==> config.mk <==
export PLATFORM = sky130hd
export DESIGN_NAME = y86_seq_sequencer
export DESIGN_NICKNAME = d
export VERILOG_FILES = /design/src/rtl/y86_seq_pkg.sv /design/src/rtl/y86_stage_wdog.sv /design/src/rtl/y86_seq_sequencer.sv
export SDC_FILE = /design/constraint.sdc
export NUM_CORES = 1
export LEC_CHECK = 0
export CORE_MARGIN = 8
export CORE_UTILIZATION = 55
export CTS_BUF_LIST = sky130_fd_sc_hd__clkbuf_8
export DETAILED_ROUTE_END_ITERATION = 8
export DONT_BUFFER_PORTS = 1
export PLACE_DENSITY_LB_ADDON = 0.08
export SLEW_MARGIN = 20
export SYNTH_ARGS = -nofsm -noshare
export SYNTH_HDL_FRONTEND = slang
export SYNTH_SLANG_ARGS = --single-unit
==> constraint.sdc <==
create_clock -name clk -period 2 [get_ports clk]
set_input_delay 0.4 -clock clk [delete_from_list [all_inputs] [get_ports clk]]
set_output_delay 0.4 -clock clk [all_outputs]
set_load 0.02 [all_outputs]
==> src/rtl/y86_seq_pkg.sv <==
// Shared definitions for the sequential Y86-64 stage sequencer: status codes,
// instruction codes, FSM state encoding and stage bit positions.
package y86_seq_pkg;

  // Processor status codes.
  localparam logic [2:0] STAT_AOK = 3'd1;
  localparam logic [2:0] STAT_HLT = 3'd2;
  localparam logic [2:0] STAT_ADR = 3'd3;
  localparam logic [2:0] STAT_INS = 3'd4;

  // Y86-64 instruction codes.
  localparam logic [3:0] I_HALT   = 4'd0;
  localparam logic [3:0] I_NOP    = 4'd1;
  localparam logic [3:0] I_RRMOVQ = 4'd2;
  localparam logic [3:0] I_IRMOVQ = 4'd3;
  localparam logic [3:0] I_RMMOVQ = 4'd4;
  localparam logic [3:0] I_MRMOVQ = 4'd5;
  localparam logic [3:0] I_OPQ    = 4'd6;
  localparam logic [3:0] I_JXX    = 4'd7;
  localparam logic [3:0] I_CALL   = 4'd8;
  localparam logic [3:0] I_RET    = 4'd9;
  localparam logic [3:0] I_PUSHQ  = 4'd10;
  localparam logic [3:0] I_POPQ   = 4'd11;

  // Bit positions inside stage_start / stage_done.
  localparam int STG_FETCH  = 0;
  localparam int STG_DECODE = 1;
  localparam int STG_EXEC   = 2;
  localparam int STG_MEM    = 3;
  localparam int STG_WB     = 4;
  localparam int NUM_STAGES = 5;

  typedef enum logic [3:0] {
    S_IDLE   = 4'd0,
    S_FETCH  = 4'd1,
    S_DECODE = 4'd2,
    S_EXEC   = 4'd3,
    S_MEM    = 4'd4,
    S_WB     = 4'd5,
    S_PCUPD  = 4'd6,
    S_HALTED = 4'd7,
    S_FAULT  = 4'd8
  } seq_state_t;

  // Stage bit owned by a state; zero for states that are not stage states.
  function automatic logic [NUM_STAGES-1:0] stage_onehot(seq_state_t s);
    logic [NUM_STAGES-1:0] v;
    v = '0;
    case (s)
      S_FETCH:  v[STG_FETCH]  = 1'b1;
      S_DECODE: v[STG_DECODE] = 1'b1;
      S_EXEC:   v[STG_EXEC]   = 1'b1;
      S_MEM:    v[STG_MEM]    = 1'b1;
      S_WB:     v[STG_WB]     = 1'b1;
      default:  v = '0;
    endcase
    return v;
  endfunction

endpackage

==> src/rtl/y86_stage_wdog.sv <==
// Stage watchdog: loadable down-counter. o_expired is high while the count is
// zero; the count reloads to TIMEOUT-1 on i_load and otherwise stops at zero.
module y86_stage_wdog #(
  parameter int TIMEOUT = 64
) (
  input  logic clk,
  input  logic reset,
  input  logic i_load,
  output logic o_expired
);

  localparam int CW = (TIMEOUT > 1) ? $clog2(TIMEOUT) : 1;

  logic [CW-1:0] r_cnt;

  // Reload on stage entry, otherwise count down to zero and hold.
  always_ff @(posedge clk) begin
    if (reset) begin
      r_cnt <= '0;
    end else if (i_load) begin
      r_cnt <= CW'(TIMEOUT - 1);
    end else if (r_cnt != '0) begin
      r_cnt <= r_cnt - 1'b1;
    end
  end

  assign o_expired = (r_cnt == '0);

endmodule

==> src/rtl/y86_seq_sequencer.sv <==
// Stage sequencer for the sequential Y86-64 core. Walks one instruction through
// fetch, decode, execute, memory, writeback and PC update, and sets stat.
// Optional stage watchdog: define Y86_SEQ_WDOG_EN to build it.
//
// Stage handshake: the sequencer raises stage_start[k] for exactly the entry
// cycle of stage k; the stage block answers by holding stage_done[k] high in
// any cycle from that entry cycle onward, and the sequencer leaves the stage
// on the first edge where it samples its own done bit high. Done bits of other
// stages are ignored. All outputs are registered.
module y86_seq_sequencer
  import y86_seq_pkg::*;
#(
  parameter int CNT_W   = 32,
  parameter int TIMEOUT = 64
) (
  input  logic             clk,
  input  logic             reset,
  input  logic             run,
  output logic [4:0]       stage_start,
  input  logic [4:0]       stage_done,
  input  logic [3:0]       icode,
  input  logic             instr_valid,
  input  logic             imem_error,
  input  logic             dmem_error,
  output logic             pc_we,
  output logic             busy,
  output logic [2:0]       stat,
  output logic [CNT_W-1:0] instr_count,
  output logic             wdog_trip,
  output logic [3:0]       dbg_state
);

  seq_state_t       r_state;
  seq_state_t       w_next;
  logic [4:0]       r_stage_start;
  logic             r_pc_we;
  logic             r_busy;
  logic [2:0]       r_stat;
  logic [2:0]       w_stat_next;
  logic [CNT_W-1:0] r_count;

  logic [4:0]       w_cur_bit;
  logic [4:0]       w_next_bit;
  logic             w_in_stage;
  logic             w_cur_done;
  logic             w_timeout;
  logic             w_timeout_fault;
  logic             w_entry;

  assign w_cur_bit       = stage_onehot(r_state);
  assign w_next_bit      = stage_onehot(w_next);
  assign w_in_stage      = |w_cur_bit;
  assign w_cur_done      = |(stage_done & w_cur_bit);
  // A done seen in the expiry cycle beats the timeout.
  assign w_timeout_fault = w_in_stage & ~w_cur_done & w_timeout;
  assign w_entry         = (|w_next_bit) && (w_next != r_state);

`ifdef Y86_SEQ_WDOG_EN
  logic r_wdog_trip;

  y86_stage_wdog #(.TIMEOUT(TIMEOUT)) u_wdog (
    .clk       (clk),
    .reset     (reset),
    .i_load    (w_entry),
    .o_expired (w_timeout)
  );

  // Sticky record that a stage timed out.
  always_ff @(posedge clk) begin
    if (reset) begin
      r_wdog_trip <= 1'b0;
    end else if (w_timeout_fault) begin
      r_wdog_trip <= 1'b1;
    end
  end

  assign wdog_trip = r_wdog_trip;
`else
  // Without the watchdog a stage waits for done forever.
  assign w_timeout = 1'b0;
  assign wdog_trip = 1'b0;
`endif

  // Next-state and next-status decision.
  always_comb begin
    w_next      = r_state;
    w_stat_next = r_stat;
    case (r_state)
      S_IDLE: begin
        if (run) w_next = S_FETCH;
      end
      S_FETCH: begin
        if (w_cur_done) begin
          if (imem_error) begin
            w_next      = S_FAULT;
            w_stat_next = STAT_ADR;
          end else if (!instr_valid) begin
            w_next      = S_FAULT;
            w_stat_next = STAT_INS;
          end else if (icode == I_HALT) begin
            w_next      = S_HALTED;
            w_stat_next = STAT_HLT;
          end else begin
            w_next = S_DECODE;
          end
        end
      end
      S_DECODE: begin
        if (w_cur_done) w_next = S_EXEC;
      end
      S_EXEC: begin
        if (w_cur_done) w_next = S_MEM;
      end
      S_MEM: begin
        if (w_cur_done) begin
          if (dmem_error) begin
            w_next      = S_FAULT;
            w_stat_next = STAT_ADR;
          end else begin
            w_next = S_WB;
          end
        end
      end
      S_WB: begin
        if (w_cur_done) w_next = S_PCUPD;
      end
      S_PCUPD: begin
        w_next = run ? S_FETCH : S_IDLE;
      end
      S_HALTED, S_FAULT: begin
        w_next = r_state;
      end
      default: begin
        w_next = S_IDLE;
      end
    endcase
    if (w_timeout_fault) begin
      w_next      = S_FAULT;
      w_stat_next = STAT_ADR;
    end
  end

  // State register and registered outputs, derived from the next state so
  // start pulses and pc_we line up with the cycle the state is occupied.
  always_ff @(posedge clk) begin
    if (reset) begin
      r_state       <= S_IDLE;
      r_stage_start <= '0;
      r_pc_we       <= 1'b0;
      r_busy        <= 1'b0;
      r_stat        <= STAT_AOK;
      r_count       <= '0;
    end else begin
      r_state       <= w_next;
      r_stage_start <= w_entry ? w_next_bit : '0;
      r_pc_we       <= (w_next == S_PCUPD);
      r_busy        <= (|w_next_bit) || (w_next == S_PCUPD);
      r_stat        <= w_stat_next;
      if ((r_state == S_PCUPD) && (r_count != {CNT_W{1'b1}})) begin
        r_count <= r_count + 1'b1;
      end
    end
  end

  assign stage_start = r_stage_start;
  assign pc_we       = r_pc_we;
  assign busy        = r_busy;
  assign stat        = r_stat;
  assign instr_count = r_count;
  assign dbg_state   = r_state;

endmodule

==> results.md <==
* #FFs+latches synth at 46
* Cell repeated most along the worst path: buf_4
* Fill count at 343
* Yosys top cell area share at 0.366
* Number of global-route vias before repair at about 2.2k
* I/O pin total at 62
* Post-synth EDFFs at 0
* P_leak at around 1.3 nW
* Clock root cell: clkbuf_8
* M2 GR Usage at 0.289
* Crit path kind: reg2reg
* Critical-path cell list: buf_4 -> and3b_1 -> o21ai_2 -> buf_4 -> a211oi_2 -> a31oi_1 -> or2_1 -> nor4_1
* Top post-synthesis cells by area: dfxtp_1 (37%), xor2_1 (5.6%), nor2_1 (4.9%), nand3_1 (3.8%), and3_1 (3.0%)
* Synth Instances at 286
* Max-slew violation count at 0
* GPL Wtd Cong at 0.945
* H-tree depth at 2
* Via count at around 2.4k
* Peak supply drop at between 0.0002 and 0.0003 V
* Footprint of the multi-input gates at approximately 1600 um^2
* Final Hold Fails at 0
* Clock sinks at between 40 and 50
* Maximum clock frequency at about 0.50 GHz
* Status: finished, violations left
* GR Util met1 at 0.207
* Unrepaired setup endpoints after global routing: true
* Multiplexer share of the synthesized area at 0.0124
* Worst setup margin at -0.749 ps
* Final ANT Viol Nets at 0
* Synth Area in Compound Gates at 0.152
* Synth Area in Simple Gates at 0.337
* Critical-path top delay cell: dfxtp_4
* DRC Markers at 0
* FF+latch area at between 900 and 1000 um^2
* Worst Hold Class: in2reg
* First-pass GRT wire length at 10.6 mm
* CP arrival at about 2200 ps
* CP max FO at 11
* Top Usage Layer GRT: met2
* Period utilization at 1.00
* Yosys top cell by area: dfxtp_1
* Syn Nets at 302
* Port bufs at 0
* Critical Path Start Type: flop
* Xor-xnor portion of the synthesized cell area at 0.0836
* Sequential element share of the synthesized area at 0.366
* Initial antenna violation count at 1
* Drt first pass iters at 4
* Post-layout minimum cycle time at 2000 ps
* Share of post-route cells with drive strength above 1 at 0.316
* Routed wire length at approximately 6.5 mm
* Grt ovf at 0
* TritonCTS clock tree: done
* Skew-Pair Late Insertion Delay at around 300 ps
* Distinct cell type count after synthesis at 57
* Place WS at -103 ps
* Critical path's largest stage delay at about 400 ps
* DR WL/cell at roughly 16 um
* Synth warnings at 0
* FF-to-FF setup slack at -0.7 ps
* Die height at roughly 84 um
* Total track usage at 0.177
* Slew HR at 0.621
* Post-DP HPWL at about 4.7 mm
* Max-cap violation count at 0
* Main combinational cell family by area after synthesis: simple AND/OR/NAND/NOR gates
* Most frequent cells in the layout: buf_4 (71), dfxtp_1 (43), nor2_1 (33)
* Post-Route Utilization at 0.735
* Row cnt at 24
* Clock buffer depth at 2
* Area Overhead vs Synth at 28.2%
* Adder-Cell Fraction of Synth Area at 0.00498
* Initial Utilization at 0.574
* Core Region at approximately 4400 um^2
* WP data required at 2200 ps
* P per Cell Area at around 490 nW/um^2
* Predominant post-synthesis flop cell: dfxtp_1
* Slew @ Worst Pin at 564 ps
* Vias/cell at roughly 6
* Initial detailed-routing violation count at 149
* Nature of the critical path endpoint: flop
* Final Setup Violations at 1
* Pin count of the biggest net entering global routing at 44
* Die width at about 84 um
* Total power at between 1.5 and 2 mW
* Final Skew at around 6.6 ps
* Die area at 6990 um^2
* Fin Hold WS at about 160 ps
* Setup TNS at -0.749 ps
* Post-Syn Area at about 2500 um^2
* Clock-pin slew on the worst setup and hold paths at 80 ps
* Num CTS Buffers at 5
* M3 GR Usage at 0.0693
* Syn avg cell area at slightly below 9 um^2
* NumNets Final at roughly 370
* Share of flip-flops with an asynchronous set or reset at 0
* Most common cell after layout, fill and taps aside: buf_4
* Violated checks: negative setup slack
[per-layer routing]
layer	up-vias	routed length (um)
li1	1173	-
met1	1110	2780
met2	62	3140
met3	9	522
met4	0	85
met5	-	0
[final cells by class]
| cell class | count | share of cell area |
|---|---|---|
| flip-flops and latches | 46 | 0.289 |
| inverters | 8 | 0.00931 |
| clock inverters | 2 | 0.00233 |
| multi-input cells | 218 | 0.488 |
| repair buffers | 72 | 0.169 |
| well taps | 52 | 0.0202 |
| diodes | 1 | 0.000776 |
| clock buffers | 5 | 0.0213 |
[per-stage QoR]
step | instance area [um^2] | instances
2_1_floorplan | 2520 | 286
3_3_place_gp | 2990 | 388
3_5_place_dp | 2990 | 388
4_1_cts | 3120 | 397
5_1_grt | 3220 | 404
6_report | 3220 | 404
[final timing paths]
check                               start                            to  cells after the start
setup / recovery  dbg_state[2]$_SDFF_PP0_     stage_start[1]$_SDFF_PP0_                      8
hold / removal                      reset  instr_count[10]$_SDFFE_PP0P_                      1
setup reg to reg  dbg_state[2]$_SDFF_PP0_     stage_start[1]$_SDFF_PP0_                      8
hold reg to reg      stat[0]$_SDFFE_PP1P_          stat[0]$_SDFFE_PP1P_                      2
[worst max-delay path: cells and delay by family, from the launching register on]
kind,cells,cell delay [ps]
and+or+nand+nor,3,710
AOI/OAI and AO/OA,3,450
DFF,1,400
buffers and inverters,2,350
[state kept, by name, summed over array words and instances, names as in the netlist]
name	count
busy	1
instr_count	32
stat	3
pc_we	1
dbg_state	4
stage_start	5
[repair_timing]
action	CTS	global route
pin swaps	9	5
hold buffers	0	0
buffers inserted	2	7
endpoints found under the setup margin	13	31
resized for setup	10	12
[Yosys cell counts (all sizes together), types with 3 or more instances]
library cell   n
nand3b         3
a211oi         5
or3            5
o21ai         13
clkbuf         7
nor2          33
a21oi         10
nand2         20
nor4           3
o211ai         3
and2           4
dfxtp         46
nor3b          5
xor2          16
nand4          6
buf            7
nand3         20
inv            8
nor3          11
and3          12
a221oi         3
and4           8
xnor2          8
[cells by family (layout without fill, tap and decap cells)]
kind of cell,after synthesis,after routing
simple gates,143,143
compound gates,46,46
flops,46,46
xor+xnor,24,24
buf+inv,22,87
mux,3,3
fa+ha+maj,1,1
other cells,1,2
[power by group]
part | switching (mW) | leakage (nW) | internal (mW) | total, mW
sequential | 0.0117 | 0.373 | 0.918 | 0.930
clock | 0.285 | 0.0466 | 0.231 | 0.516
combinational | 0.0590 | 0.847 | 0.0595 | 0.118
total | 0.356 | 1.27 | 1.21 | 1.56
(Power assumes the default switching activity.)
